--- config.mk ---
export PLATFORM = sky130hd
export DESIGN_NAME = adc_scan_ctrl
export DESIGN_NICKNAME = d
export VERILOG_FILES = /design/src/rtl/adc_pkg.sv /design/src/rtl/adc_result_fifo.sv /design/src/rtl/adc_scan_ctrl.sv
export SDC_FILE = /design/constraint.sdc
export NUM_CORES = 1
export LEC_CHECK = 0
export ABC_AREA = 1
export CAP_MARGIN = 20
export CORE_MARGIN = 2
export CORE_UTILIZATION = 26
export DETAILED_ROUTE_END_ITERATION = 6
export SETUP_SLACK_MARGIN = 0.1
export SLEW_MARGIN = 20
export SYNTH_ARGS = -nofsm -noshare
export SYNTH_HDL_FRONTEND = slang
export SYNTH_SLANG_ARGS = --single-unit
--- constraint.sdc ---
create_clock -name wb_clk_i -period 2.63 [get_ports wb_clk_i]
set_input_delay 0.263 -clock wb_clk_i [delete_from_list [all_inputs] [get_ports wb_clk_i]]
set_output_delay 0.263 -clock wb_clk_i [all_outputs]
set_load 0.01 [all_outputs]
--- src/rtl/adc_pkg.sv ---
// Shared types and helpers for the ADC scan sequencer: FSM states, default
// geometry, the FIFO entry layout and a lowest-set-bit search.
package adc_pkg;

  localparam int NCH_DEF  = 8;
  localparam int CH_W_DEF = 3;
  localparam int RES_DEF  = 10;
  localparam int MAX_NCH  = 16;

  typedef enum logic [2:0] {
    IDLE,
    SETTLE,
    SAMPLE,
    CONVERT,
    NEXT
  } scan_state_t;

  typedef struct packed {
    logic [CH_W_DEF-1:0] ch;
    logic [RES_DEF-1:0]  data;
  } adc_entry_t;

  // Lowest set bit of mask at or above index 'from'; -1 when there is none.
  function automatic int next_set_bit(input logic [MAX_NCH-1:0] mask, input int from);
    int r;
    r = -1;
    for (int i = MAX_NCH - 1; i >= 0; i--) begin
      if ((i >= from) && mask[i]) r = i;
    end
    return r;
  endfunction

endpackage

--- src/rtl/adc_result_fifo.sv ---
// Small synchronous FIFO for {channel, result} entries. A write while full
// is accepted only when a pop happens in the same cycle.
module adc_result_fifo #(
  parameter int WIDTH = 13,
  parameter int DEPTH = 4
) (
  input  logic             clk,
  input  logic             rst,
  input  logic             wr,
  input  logic [WIDTH-1:0] din,
  input  logic             rd,
  output logic [WIDTH-1:0] dout,
  output logic             empty,
  output logic             full
);

  localparam int AW = $clog2(DEPTH);

  logic [WIDTH-1:0] mem [DEPTH];
  logic [AW:0]      wr_ptr;
  logic [AW:0]      rd_ptr;
  logic             do_rd;
  logic             do_wr;

  assign empty = (wr_ptr == rd_ptr);
  assign full  = (wr_ptr[AW] != rd_ptr[AW]) && (wr_ptr[AW-1:0] == rd_ptr[AW-1:0]);
  assign do_rd = rd && !empty;
  assign do_wr = wr && (!full || do_rd);

  // Head is forced to zero while empty so stale storage never shows after a flush.
  assign dout = empty ? '0 : mem[rd_ptr[AW-1:0]];

  always_ff @(posedge clk or posedge rst) begin
    if (rst) begin
      wr_ptr <= '0;
      rd_ptr <= '0;
    end else begin
      if (do_wr) wr_ptr <= wr_ptr + 1'b1;
      if (do_rd) rd_ptr <= rd_ptr + 1'b1;
    end
  end

  always_ff @(posedge clk) begin
    if (do_wr) mem[wr_ptr[AW-1:0]] <= din;
  end

endmodule

--- src/rtl/adc_scan_ctrl.sv ---
// Multi-channel SAR scan sequencer: walks the channel mask, times the sample
// window, fires conversions, watches for eoc and queues the results.
//
// state   | meaning
// IDLE    | waiting for start with a nonzero mask
// SETTLE  | one cycle with the mux switched and the sample switch open
// SAMPLE  | sample switch closed for max(sample_cycles,1) cycles
// CONVERT | soc on the first cycle, then wait for eoc or the watchdog
// NEXT    | pick the next channel, wrap in continuous mode, or stop
module adc_scan_ctrl
  import adc_pkg::*;
#(
  parameter int NCH        = NCH_DEF,
  parameter int CH_W       = CH_W_DEF,
  parameter int RES        = RES_DEF,
  parameter int FIFO_DEPTH = 4,
  parameter int TIMEOUT    = 255
) (
  input  logic                wb_clk_i,
  input  logic                wb_rst_i,
  input  logic                start,
  input  logic                cont,
  input  logic                stop,
  input  logic [NCH-1:0]      ch_mask,
  input  logic [7:0]          sample_cycles,
  output logic [CH_W-1:0]     adc_sel,
  output logic                adc_sample,
  output logic                adc_soc,
  input  logic                adc_eoc,
  input  logic [RES-1:0]      adc_data,
  input  logic                fifo_rd,
  output logic [CH_W+RES-1:0] fifo_dout,
  output logic                fifo_empty,
  output logic                fifo_full,
  output logic                overflow,
  output logic                timeout_err,
  input  logic                err_clr,
  output logic                busy,
  output logic                scan_done
);

  localparam int TO_W  = $clog2(TIMEOUT + 1);
  localparam int CNT_W = (TO_W > 8) ? TO_W : 8;

  scan_state_t        state, state_n;
  logic [CNT_W-1:0]   cnt, cnt_n;
  logic [CH_W-1:0]    ch_q, ch_n;
  logic [NCH-1:0]     mask_q, mask_n;
  logic               stop_pend, stop_pend_n;
  logic               done_q, done_n;
  logic               overflow_q, timeout_q;
  logic               set_ovf, set_to;
  logic               fifo_wr;
  logic               soc_cyc;
  logic               stop_eff;
  logic [MAX_NCH-1:0] new_mask_ext;
  logic [MAX_NCH-1:0] cur_mask_ext;

  always_comb begin
    new_mask_ext = '0;
    cur_mask_ext = '0;
    new_mask_ext[NCH-1:0] = ch_mask;
    cur_mask_ext[NCH-1:0] = mask_q;
  end

  assign stop_eff = stop || stop_pend;
  assign soc_cyc  = (state == CONVERT) && (cnt == CNT_W'(TIMEOUT - 1));

  always_ff @(posedge wb_clk_i or posedge wb_rst_i) begin
    if (wb_rst_i) state <= IDLE;
    else          state <= state_n;
  end

  always_comb begin
    state_n    = state;
    cnt_n      = cnt;
    ch_n       = ch_q;
    mask_n     = mask_q;
    done_n     = 1'b0;
    fifo_wr    = 1'b0;
    set_ovf    = 1'b0;
    set_to     = 1'b0;
    adc_sample = 1'b0;
    adc_soc    = 1'b0;
    unique case (state)
      IDLE: begin
        if (start && (ch_mask != '0)) begin
          mask_n  = ch_mask;
          ch_n    = CH_W'(next_set_bit(new_mask_ext, 0));
          state_n = SETTLE;
        end
      end
      SETTLE: begin
        if (stop_eff) begin
          state_n = IDLE;
        end else begin
          cnt_n   = (sample_cycles == 8'd0) ? '0 : CNT_W'(sample_cycles - 8'd1);
          state_n = SAMPLE;
        end
      end
      SAMPLE: begin
        adc_sample = 1'b1;
        if (stop_eff) begin
          state_n = IDLE;
        end else if (cnt == '0) begin
          cnt_n   = CNT_W'(TIMEOUT - 1);
          state_n = CONVERT;
        end else begin
          cnt_n = cnt - 1'b1;
        end
      end
      CONVERT: begin
        adc_soc = soc_cyc;
        // eoc wins over the watchdog on its final cycle
        if (adc_eoc && !soc_cyc) begin
          fifo_wr = 1'b1;
          set_ovf = fifo_full && !fifo_rd;
          state_n = NEXT;
        end else if (cnt == '0) begin
          set_to  = 1'b1;
          state_n = NEXT;
        end else begin
          cnt_n = cnt - 1'b1;
        end
      end
      NEXT: begin
        if (stop_eff) begin
          state_n = IDLE;
        end else if (next_set_bit(cur_mask_ext, int'(ch_q) + 1) >= 0) begin
          ch_n    = CH_W'(next_set_bit(cur_mask_ext, int'(ch_q) + 1));
          state_n = SETTLE;
        end else begin
          done_n  = 1'b1;
          state_n = IDLE;
          if (cont && (ch_mask != '0)) begin
            mask_n  = ch_mask;
            ch_n    = CH_W'(next_set_bit(new_mask_ext, 0));
            state_n = SETTLE;
          end
        end
      end
      default: state_n = IDLE;
    endcase
  end

  // A stop seen while scanning is held until the FSM reaches a point that honours it.
  always_comb begin
    stop_pend_n = stop_pend;
    if (state_n == IDLE)                stop_pend_n = 1'b0;
    else if (stop && (state != IDLE))   stop_pend_n = 1'b1;
  end

  always_ff @(posedge wb_clk_i or posedge wb_rst_i) begin
    if (wb_rst_i) begin
      cnt         <= '0;
      ch_q        <= '0;
      mask_q      <= '0;
      stop_pend   <= 1'b0;
      done_q      <= 1'b0;
      overflow_q  <= 1'b0;
      timeout_q   <= 1'b0;
    end else begin
      cnt       <= cnt_n;
      ch_q      <= ch_n;
      mask_q    <= mask_n;
      stop_pend <= stop_pend_n;
      done_q    <= done_n;
      if (err_clr)      overflow_q <= 1'b0;
      else if (set_ovf) overflow_q <= 1'b1;
      if (err_clr)      timeout_q  <= 1'b0;
      else if (set_to)  timeout_q  <= 1'b1;
    end
  end

  adc_result_fifo #(
    .WIDTH (CH_W + RES),
    .DEPTH (FIFO_DEPTH)
  ) u_fifo (
    .clk   (wb_clk_i),
    .rst   (wb_rst_i),
    .wr    (fifo_wr),
    .din   ({ch_q, adc_data}),
    .rd    (fifo_rd),
    .dout  (fifo_dout),
    .empty (fifo_empty),
    .full  (fifo_full)
  );

  assign adc_sel     = ch_q;
  assign busy        = (state != IDLE);
  assign scan_done   = done_q;
  assign overflow    = overflow_q;
  assign timeout_err = timeout_q;

endmodule

# After elaboration in Yosys (flattened, before gate mapping)
# Memory sizes are Yosys's and may differ from the RTL's.
# Cells that the tools add are included.
# totals
inputBits	34
mem_count	1
out_inout_bits	24
mem_bits_rw	52
register_bits	32
elab_cells	144
# op_classes
n_reduce_logical	37
magnitude_cmp	9
n_addsub	5
n_eq_ne	17
n_mux	65
# mem_list
name	depth	width	rd	rd_ports_with_merged_regs	write_ports	line	text
u_fifo.mem	4	13	1	0	1	adc_result_fifo.sv:19	logic [WIDTH-1:0] mem [DEPTH];
# op_table
cell	count
32-bit two-way mux	10
8-bit two-way mux	10
3-bit two-way mux	16
32-bit by 1-bit greater-or-equal comparator with 1-bit output (second input constant)	1
8-bit case mux with 3 select lines	1
1-bit two-way mux	23
1-bit logical AND	17
3-bit by 4-bit greater-or-equal comparator with 1-bit output (first input constant)	4
8-bit logical NOT	2
2-bit != test (second input constant)	8
8-bit case mux with 2 select lines	1
8-bit by 1-bit subtractor with 8-bit output (second input constant)	2
3-bit case mux with 5 select lines	1
13-bit two-way mux	1
5-bit AND reduction	2
8-bit equality test (second input constant)	1
1-bit by 4-bit greater-or-equal comparator with 1-bit output (first input constant)	2
2-bit by 4-bit greater-or-equal comparator with 1-bit output (first input constant)	2
2-bit nonzero test	4
8-bit nonzero test	1
3-bit by 1-bit adder with 3-bit output (second input constant)	2
3-bit by 2-bit equality test with 1-bit output (second input constant)	2
3-bit logical NOT	2
3-bit case mux with 2 select lines	1
other kinds (12)	17

# Longest topological paths before layout
# Gate-level depths: netlist (run 1).
# logic_depth
ltp_word	19
depth_mapped	14

# Cells and area by module
# From an unflattened synthesis (run 1), not the netlist that was laid out.
# unflattened
cells_unflattened	497
area_unflattened_um2	4476.8
# modules_own_cells
module	cells_each	area_per_inst_um2	n_inst
adc_result_fifo	226	2548.7	1
adc_scan_ctrl	271	1928.1	1

# Least setup slack after synthesis (run 1)
# Ideal clock, no wire load.
# synth_timing
kind	register -> register
startpoint	reg state[1]
endpoint	mem u_fifo.mem[0][0], enable pin
arrival_ns	1.794
required_time_ns	2.248
setup_slack_ns	0.453
path_stages_with_launch	10
n_path_buf	0
cell_sequence	dfrtp_1 > nand2_2 > inv_2 > nand2_1 > o21ai_4 > inv_1 > nand2_1 > nor2_2 > inv_1 > nor2_1
# synth_via
elab_chain_cells	9
# synth_rtl
item	line	text
start, declared	adc_scan_ctrl.sv:45	scan_state_t state, state_n;
start signal, assigned	adc_scan_ctrl.sv:71	else state <= state_n;
3-bit by 2-bit equality test with 1-bit output *	adc_scan_ctrl.sv:67, adc_scan_ctrl.sv:85	
1-bit logical AND	adc_scan_ctrl.sv:67	assign soc_cyc = (state == CONVERT) && (cnt == CNT_W'(TIMEOUT - 1));
1-bit logical NOT	adc_scan_ctrl.sv:115	if (adc_eoc && !soc_cyc) begin
1-bit logical AND	adc_scan_ctrl.sv:115	
1-bit two-way mux	adc_scan_ctrl.sv:115	
1-bit two-way mux *	adc_scan_ctrl.sv:85	unique case (state)
1-bit logical AND *	adc_result_fifo.sv:28	assign do_wr = wr && (!full || do_rd);
1-bit two-way mux *	adc_result_fifo.sv:44	if (do_wr) mem[wr_ptr[AW-1:0]] <= din;
1-bit two-way mux (implied by the code) *	adc_result_fifo.sv:44	
end, declared	adc_result_fifo.sv:19	
# Mark *: on every way between the ends. The rest lies on a longest branch, timed or not.

# Worst setup path after layout (run 1)
# layout_timing
startpoint	reg u_fifo.rd_ptr[0]
endpoint	out fifo_dout[12]
# layout_via
elab_chain_cells	2
word_cells_on_any_way	3
# layout_rtl
item	line	text
start, declared	adc_result_fifo.sv:21	logic [AW:0] rd_ptr;
start signal, assigned	adc_result_fifo.sv:39	if (do_rd) rd_ptr <= rd_ptr + 1'b1;
memory 4 x 13 bit / 3-bit equality test (equally long branches)	n/a	
13-bit two-way mux *	adc_result_fifo.sv:31	assign dout = empty ? '0 : mem[rd_ptr[AW-1:0]];
end, declared	adc_scan_ctrl.sv:32	output logic [CH_W+RES-1:0] fifo_dout,
# Marked as above.

==> run_summary.xml, run 1 <==
<?xml version="1.0" encoding="UTF-8"?>
<metrics>
  <group name="worst_setup_path">
    <metric name="crit_path_end_kind" unit="">output pin</metric>
    <metric name="series_of_cell_instances_along_the_critical_path" unit="">inv_2, buf_4, o21ai_0, o22ai_1, nand2_1, inv_1, clkdlybuf4s50_1</metric>
    <metric name="criticalPathCategory" unit="">flop to output pin</metric>
    <metric name="crit_required" unit="ns">2.37</metric>
    <metric name="worstSetupPathDepth" unit="">7</metric>
    <metric name="critical_path.top_delay_family" unit="">buffers and inverters</metric>
    <metric name="r2r_start" unit="">state[2]</metric>
    <metric name="critical_path.startpoint" unit="">u_fifo.rd_ptr[0]</metric>
    <metric name="cp-start-kind" unit="">flop</metric>
    <metric name="worst_path_max_delay_cell" unit="">clkdlybuf4s50_1</metric>
    <metric name="worst_setup_path_endpoint" unit="">fifo_dout[12]</metric>
    <metric name="slowest_delay" unit="ns">0.52</metric>
    <metric name="worst-path-max-fanout" unit="">26</metric>
    <metric name="worstPathBufferInverterCount" unit="">4</metric>
    <metric name="r2r_setup_slack" unit="ns">0.54</metric>
    <metric name="ff2ff_path_depth" unit="">10</metric>
    <metric name="cp_data_arrival_time" unit="ns">2.11</metric>
    <metric name="worstReg2RegEnd" unit="">u_fifo.mem[2][6]</metric>
  </group>
  <group name="clock_network">
    <metric name="tritoncts" unit="">yes</metric>
    <metric name="post_cts_resized" unit="">0</metric>
    <metric name="clk_latency" unit="ns">0.34</metric>
    <metric name="clock_path_buffers" unit="">2</metric>
    <metric name="tritoncts.num_buffers" unit="">9</metric>
    <metric name="post_cts_buffers" unit="">0</metric>
    <metric name="cts.hold.buffers_added" unit="">0</metric>
    <metric name="clockRootBuffer" unit="">clkbuf_16</metric>
    <metric name="clk_pin_slew" unit="ns">0.06</metric>
    <metric name="cts-htree-levels" unit="">3</metric>
    <metric name="clock-sinks" unit="">84</metric>
  </group>
  <group name="synthesis">
    <metric name="post-synth-top-area-cell" unit="">edfxtp_1</metric>
    <metric name="synth-seq-area-share" unit="%">54.2</metric>
    <metric name="synth.distinct_cells" unit="">40</metric>
    <metric name="yosysWarnings" unit="">0</metric>
    <metric name="synth_cells" unit="">472</metric>
    <metric name="synth_flop_cell" unit="">edfxtp_1</metric>
    <metric name="netlist_top_cells_area" unit="">edfxtp_1, dfrtp_1, nand2_1</metric>
    <metric name="synth_edf_count" unit="">52</metric>
    <metric name="syn_nets" unit="">517</metric>
    <metric name="postSynth.asyncResetShare" unit="%">38.1</metric>
    <metric name="synth.cell_area" unit="sq um">4360</metric>
    <metric name="yosys.area.top_type_share" unit="%">35.9</metric>
    <metric name="yosysMostFrequentCell" unit="">nand2_1</metric>
    <metric name="synth_common_cells" unit="">nand2_1, nor2_1, inv_1</metric>
    <metric name="synth_seq_cells" unit="">84</metric>
    <metric name="avgSynthCellArea" unit="sq um">9.23</metric>
  </group>
  <group name="layout">
    <metric name="syn2layout_area_growth" unit="%">28.4</metric>
    <metric name="antenna-diode-count" unit="">0</metric>
    <metric name="multi_input_area" unit="sq um">1710</metric>
    <metric name="final.fill_count" unit="">1683</metric>
    <metric name="layout.cell_area.non_filler" unit="sq um">5590</metric>
    <metric name="layout-drive-gt1-share" unit="%">12.0</metric>
    <metric name="finish.net_count" unit="">589</metric>
    <metric name="final-seq-area" unit="sq um">2360</metric>
  </group>
  <group name="grt">
    <metric name="grt-ovfl-total" unit="">0</metric>
    <metric name="track_usage" unit="%">11.6</metric>
    <metric name="grt_first_pass_wirelength" unit="microns">16500</metric>
    <metric name="grt_pass1_vias" unit="">3308</metric>
    <metric name="grt_antenna_before_repair" unit="">0</metric>
    <metric name="maximum_number_of_pins_on_one_net_before_global_route_repair" unit="">33</metric>
  </group>
  <group name="routing">
    <metric name="drtPass1Iterations" unit="">4</metric>
    <metric name="wire_per_inst" unit="microns">13.0</metric>
    <metric name="via_count" unit="">3394</metric>
    <metric name="final_antenna_net_count" unit="">0</metric>
    <metric name="iteration_0_drc_count_of_the_detailed_router" unit="">173</metric>
    <metric name="drt-vias-per-instance" unit="">4.41</metric>
    <metric name="finalWirelength" unit="microns">9990</metric>
    <metric name="post-route-drc-count" unit="">0</metric>
  </group>
  <group name="pwr">
    <metric name="pwr-share-clk" unit="%">23.2</metric>
    <metric name="p_int" unit="mW">3.79</metric>
    <metric name="leakagePower" unit="nW">2.37</metric>
    <metric name="p_sw" unit="mW">2.31</metric>
    <metric name="seq_power_share" unit="%">31.3</metric>
    <metric name="vdd_ir_drop_max" unit="mV">0.595</metric>
    <metric name="power_frac_comb" unit="%">45.5</metric>
    <metric name="power.density" unit="nW/um^2">1090</metric>
    <metric name="power.share.switching" unit="%">37.9</metric>
  </group>
  <group name="timing">
    <metric name="layout_worst_path_cycle_share" unit="%">90.1</metric>
    <metric name="final.setup_skew" unit="ns">0.00699</metric>
    <metric name="hold_violations" unit="">0</metric>
    <metric name="finalSetupViolCount" unit="">0</metric>
    <metric name="slew_headroom" unit="%">71.7</metric>
    <metric name="fin_tns_setup" unit="ns">0</metric>
    <metric name="worst_slew_pin_slew" unit="ns">0.424</metric>
    <metric name="unrepaired_setup_endpoints_after_global_routing" unit="">false</metric>
    <metric name="clock.fmax" unit="MHz">422</metric>
    <metric name="timing.final.crit_period" unit="ns">2.37</metric>
    <metric name="slew_violations" unit="">0</metric>
  </group>
  <group name="place">
    <metric name="post-dp-hpwl" unit="microns">7300</metric>
    <metric name="io_buffer_count" unit="">57</metric>
    <metric name="globalplace.congestion" unit="">0.836</metric>
    <metric name="standard_cell_area_after_detailed_placement" unit="sq um">5260</metric>
  </group>
  <group name="floorplan">
    <metric name="width_of_the_die" unit="microns">133</metric>
    <metric name="core" unit="sq um">16500</metric>
    <metric name="placementRows" unit="">47</metric>
    <metric name="chipHeight" unit="microns">133</metric>
    <metric name="initial_standard_cell_utilization_of_the_core" unit="%">26.5</metric>
    <metric name="die_area" unit="sq um">17800</metric>
    <metric name="top_level_ports" unit="">58</metric>
  </group>
  <group name="worst_hold_path">
    <metric name="timing.hold.worst.class" unit="">input port to async pin</metric>
  </group>
  <group name="run">
    <metric name="cap_violations" unit="">0</metric>
  </group>
  <group name="status">
    <metric name="outcome" unit="">finished, final reports clean</metric>
  </group>
</metrics>
## worst register-to-register path: stages, from the launching register on
cell and delay [ns]:
dfrtp_1 0.39, inv_2 0.08, nand2_2 0.10, inv_2 0.12, nand2_1 0.19, inv_1 0.18
nand2_1 0.08, nor2_2 0.18, inv_1 0.10, nor2_1 0.14, buf_4 0.23
## registers in the layout, indices dropped and copies added (netlist names)
| signal | cells |
|---|---|
| u_fifo.wr_ptr | 3 |
| mask_q | 8 |
| state | 3 |
| timeout_err | 1 |
| cnt | 8 |
| u_fifo.rd_ptr | 3 |
| adc_sel | 3 |
| u_fifo.mem | 52 |
| overflow | 1 |
| stop_pend | 1 |
| scan_done | 1 |
## per-layer routing
layer	wire length, microns	up-vias	share of wire [%]	track usage, %
met5	0	-	0	0
met4	126	0	1.3	3.37
met3	434	11	4.3	2.82
met2	4800	93	48	19.5
met1	4630	1593	46	15.0
li1	-	1697	-	-
## layout make-up
type / count / share of cell area (%)
clock buffers: 11 / 4.16
well taps: 220 / 4.92
clock inverters: 5 / 1.79
repair buffers: 70 / 12.0
multi-input cells: 315 / 30.6
flip-flops and latches: 84 / 42.2
inverters: 64 / 4.30
## worst min-delay path by stage
stage | cells after the start | end | start | slack (ns)
final | 3 | scan_done | wb_rst_i | 0.34
after global routing | 3 | cnt[5] | wb_rst_i | 0.43
after CTS | 3 | stop_pend | wb_rst_i | 0.36
after detailed placement | 1 | u_fifo.rd_ptr[2] | u_fifo.rd_ptr[2] | 0.49
after global placement | 1 | u_fifo.rd_ptr[2] | u_fifo.rd_ptr[2] | 0.48
after floorplan | 1 | overflow | err_clr | 0.33
## metrics by stage
stage | hold slack [ns] | cells | setup slack (ns) | utilization [%] | power [mW]
2_1_floorplan | 0.329 | 472 | 0.453 | - | 3.67
3_3_place_gp | 0.483 | 753 | 0.570 | 31.9 | 4.65
6_report | 0.337 | 769 | 0.260 | 34.0 | 6.10
5_1_grt | 0.434 | 769 | 0.129 | 34.0 | 6.54
4_1_cts | 0.355 | 769 | 0.162 | 33.9 | 6.15
3_5_place_dp | 0.490 | 753 | 0.531 | 31.9 | 4.72
## cells in the final DEF (no fill, tap or decap), types with 8 or more instances in the layout
cell type / netlist / layout
nand2_1: 84 / 84
nor2_1: 64 / 64
inv_1: 58 / 57
clkdlybuf4s50_1: 0 / 57
edfxtp_1: 52 / 52
o21ai_0: 42 / 42
dfrtp_1: 32 / 32
nand3_1: 24 / 24
nand2_2: 16 / 16
o22ai_1: 15 / 15
buf_4: 0 / 12
ha_1: 11 / 11
clkbuf_16: 0 / 9
xor2_1: 8 / 8
## power groups by stage
stage / Combinational (mW) / Clock [mW] / Sequential [mW]
final: 2.78 / 1.42 / 1.91
after global placement: 2.72 / 0 / 1.92
after floorplan: 1.79 / 0 / 1.88
after global routing: 3.09 / 1.50 / 1.94
after CTS: 2.80 / 1.44 / 1.91
after detailed placement: 2.78 / 0 / 1.93
## cells by family after synthesis
kind of cell / after synthesis / synth area share [%]
AOI/OAI and AO/OA: 80 / 10.8
xor gates and xnor gates: 13 / 2.61
adders and majority gates: 11 / 3.16
buffers and inverters: 73 / 6.49
DFF: 84 / 54.2
and+or+nand+nor: 211 / 22.7
(Power assumes the default switching activity.)
==> run 2, diff against run 1 <==
--- a/config.mk
+++ b/config.mk
@@ -10,6 +10,7 @@
 export CORE_MARGIN = 2
 export CORE_UTILIZATION = 26
 export DETAILED_ROUTE_END_ITERATION = 6
+export PLACE_DENSITY = 0.42
 export SETUP_SLACK_MARGIN = 0.1
 export SLEW_MARGIN = 20
 export SYNTH_ARGS = -nofsm -noshare
==> run 2 against run 1 <==
Against the previous run:
- register-to-register slack lost 0.09 ns
- via count fell by 2.3%
- critical endpoint unchanged
- total power down 2.4%
- first-iteration DRC count shrank 4.0%
- sequential power about the same
- core utilization fell by 0.091 points
- flip-flop and latch count is the same
- fmax rose by 2.2%
==> run_summary.xml, run 2 (synthesis gave the netlist of run 1 again) <==
<?xml version="1.0" encoding="UTF-8"?>
<metrics>
  <group name="timing">
    <metric name="fin_tns_setup" unit="ns">0</metric>
    <metric name="hold_violations" unit="">0</metric>
    <metric name="unrepaired_setup_endpoints_after_global_routing" unit="">false</metric>
    <metric name="slew_headroom" unit="%">71.1</metric>
    <metric name="layout_worst_path_cycle_share" unit="%">88.1</metric>
    <metric name="clock.fmax" unit="MHz">431</metric>
    <metric name="slew_violations" unit="">0</metric>
    <metric name="final.setup_skew" unit="ns">0.00878</metric>
    <metric name="fin_worst_hold_slack" unit="ns">0.334</metric>
    <metric name="timing.final.crit_period" unit="ns">2.32</metric>
    <metric name="worst_slew_pin_slew" unit="ns">0.433</metric>
    <metric name="finalSetupViolCount" unit="">0</metric>
  </group>
  <group name="floorplan">
    <metric name="top_level_ports" unit="">58</metric>
    <metric name="placementRows" unit="">47</metric>
    <metric name="width_of_the_die" unit="microns">133</metric>
    <metric name="die_area" unit="sq um">17800</metric>
    <metric name="initial_standard_cell_utilization_of_the_core" unit="%">26.5</metric>
    <metric name="chipHeight" unit="microns">133</metric>
    <metric name="core" unit="sq um">16500</metric>
  </group>
  <group name="worst_setup_path">
    <metric name="series_of_cell_instances_along_the_critical_path" unit="">inv_4, buf_4, nor2_1, o22ai_1, nand2_1, inv_1, clkdlybuf4s50_1</metric>
    <metric name="slowest_delay" unit="ns">0.52</metric>
    <metric name="crit_required" unit="ns">2.37</metric>
    <metric name="criticalPathCategory" unit="">flop to output pin</metric>
    <metric name="r2r_start" unit="">state[2]</metric>
    <metric name="critical_path.top_delay_family" unit="">buffers and inverters</metric>
    <metric name="worstPathBufferInverterCount" unit="">4</metric>
    <metric name="ff2ff_path_depth" unit="">10</metric>
    <metric name="worstReg2RegEnd" unit="">u_fifo.mem[0][3]</metric>
    <metric name="cp-start-kind" unit="">flop</metric>
    <metric name="crit_path_end_kind" unit="">output pin</metric>
    <metric name="worst-path-max-fanout" unit="">15</metric>
    <metric name="worst_path_max_delay_cell" unit="">clkdlybuf4s50_1</metric>
    <metric name="cp_data_arrival_time" unit="ns">2.06</metric>
    <metric name="r2r_setup_slack" unit="ns">0.45</metric>
  </group>
  <group name="layout">
    <metric name="layout-drive-gt1-share" unit="%">12.7</metric>
    <metric name="final.fill_count" unit="">1718</metric>
    <metric name="most_common_cell_after_layout_fill_and_taps_aside" unit="">nand2_1</metric>
    <metric name="final-seq-area" unit="sq um">2360</metric>
    <metric name="finish.net_count" unit="">590</metric>
    <metric name="syn2layout_area_growth" unit="%">28.1</metric>
    <metric name="antenna-diode-count" unit="">0</metric>
    <metric name="multi_input_area" unit="sq um">1710</metric>
    <metric name="max_ffs_per_register" unit="">52</metric>
    <metric name="layout_common_cells" unit="">nand2_1, nor2_1, inv_1, clkdlybuf4s50_1, edfxtp_1</metric>
  </group>
  <group name="clock_network">
    <metric name="post_cts_buffers" unit="">0</metric>
    <metric name="clock_path_buffers" unit="">2</metric>
    <metric name="clockRootBuffer" unit="">clkbuf_16</metric>
    <metric name="clk_pin_slew" unit="ns">0.06</metric>
    <metric name="clock-sinks" unit="">84</metric>
    <metric name="tritoncts" unit="">yes</metric>
    <metric name="cts.hold.buffers_added" unit="">0</metric>
    <metric name="clk_latency" unit="ns">0.34</metric>
    <metric name="tritoncts.num_buffers" unit="">9</metric>
    <metric name="cts-htree-levels" unit="">3</metric>
  </group>
  <group name="routing">
    <metric name="iteration_0_drc_count_of_the_detailed_router" unit="">166</metric>
    <metric name="drt-vias-per-instance" unit="">4.31</metric>
    <metric name="wire_per_inst" unit="microns">13.1</metric>
    <metric name="post-route-drc-count" unit="">0</metric>
    <metric name="final_antenna_net_count" unit="">0</metric>
    <metric name="drtPass1Iterations" unit="">4</metric>
    <metric name="via_count" unit="">3315</metric>
    <metric name="finalWirelength" unit="microns">10100</metric>
  </group>
  <group name="place">
    <metric name="io_buffer_count" unit="">57</metric>
    <metric name="globalplace.congestion" unit="">0.738</metric>
    <metric name="post-dp-hpwl" unit="microns">7310</metric>
  </group>
  <group name="pwr">
    <metric name="leakagePower" unit="nW">2.36</metric>
    <metric name="power" unit="mW">5.96</metric>
    <metric name="vdd_ir_drop_max" unit="mV">0.408</metric>
    <metric name="power.density" unit="nW/um^2">1070</metric>
  </group>
  <group name="worst_hold_path">
    <metric name="timing.hold.worst.class" unit="">input port to async pin</metric>
  </group>
  <group name="grt">
    <metric name="maximum_number_of_pins_on_one_net_before_global_route_repair" unit="">33</metric>
    <metric name="grt_first_pass_wirelength" unit="microns">16700</metric>
    <metric name="grt_antenna_before_repair" unit="">0</metric>
    <metric name="grt-ovfl-total" unit="">0</metric>
    <metric name="track_usage" unit="%">11.9</metric>
    <metric name="grt_pass1_vias" unit="">3335</metric>
  </group>
  <group name="run">
    <metric name="cap_violations" unit="">0</metric>
  </group>
  <group name="status">
    <metric name="outcome" unit="">finished, final reports clean</metric>
  </group>
</metrics>
[run 2: how the worst max path moves through the flow]
| stage | start | end | slack (ns) | cells past startpoint |
|---|---|---|---|---|
| finish | u_fifo.rd_ptr[0] | fifo_dout[12] | 0.31 | 7 |
| global route | u_fifo.rd_ptr[0] | fifo_dout[12] | 0.14 | 7 |
| CTS | u_fifo.rd_ptr[0] | fifo_dout[0] | 0.17 | 8 |
| detailed placement | u_fifo.rd_ptr[0] | fifo_dout[0] | 0.35 | 8 |
| global placement | u_fifo.rd_ptr[0] | fifo_dout[10] | 0.42 | 8 |
| floorplan | state[1] | u_fifo.mem[0][0] | 0.45 | 9 |
[run 2: cell type report]
class                      count  share of cell area, %
inverter                      64                   4.40
timing repair buffer          71                   12.1
clock inverter                 7                   1.46
clock buffer                   9                   4.04
sequential                    84                   42.4
multi-input combinational    315                   30.7
tap                          220                   4.93
[run 2: what timing repair did]
item                                    CTS  global route
resized for setup                         1             4
endpoints found under the setup margin   13            13
gates cloned                              0             0
[run 2: report_power, final]
part	internal, mW	switching (mW)
clock network	0.751	0.541
registers	1.67	0.239
logic	1.19	1.57
total	3.61	2.35
[run 2: per-layer routing]
layer	vias up	global-route usage, %	routed length (microns)
li1	1713	-	-
met1	1547	15.3	4850
met2	47	20.1	4840
met3	8	2.55	271
met4	0	3.37	97
met5	-	0	0
[run 2: worst min-delay path, stage by stage]
cell             delay [ns]
clkdlybuf4s50_1        0.40
inv_1                  0.05
buf_4                  0.38
[run 2: stage by stage]
step           setup slack, ns  area [sq um]  utilization [%]  cells
2_1_floorplan            0.453          4360                -    472
3_3_place_gp             0.423          5260             32.0    754
3_5_place_dp             0.348          5260             32.0    754
4_1_cts                  0.167          5570             33.8    770
5_1_grt                  0.137          5580             33.9    770
6_report                 0.312          5580             33.9    770
==> run 3, diff against run 2 <==
--- a/config.mk
+++ b/config.mk
@@ -12,7 +12,6 @@
 export DETAILED_ROUTE_END_ITERATION = 6
 export PLACE_DENSITY = 0.42
 export SETUP_SLACK_MARGIN = 0.1
-export SLEW_MARGIN = 20
 export SYNTH_ARGS = -nofsm -noshare
 export SYNTH_HDL_FRONTEND = slang
 export SYNTH_SLANG_ARGS = --single-unit
==> results of run 3 <==
Final layout, timing and power as in run 2 (identical DEF).
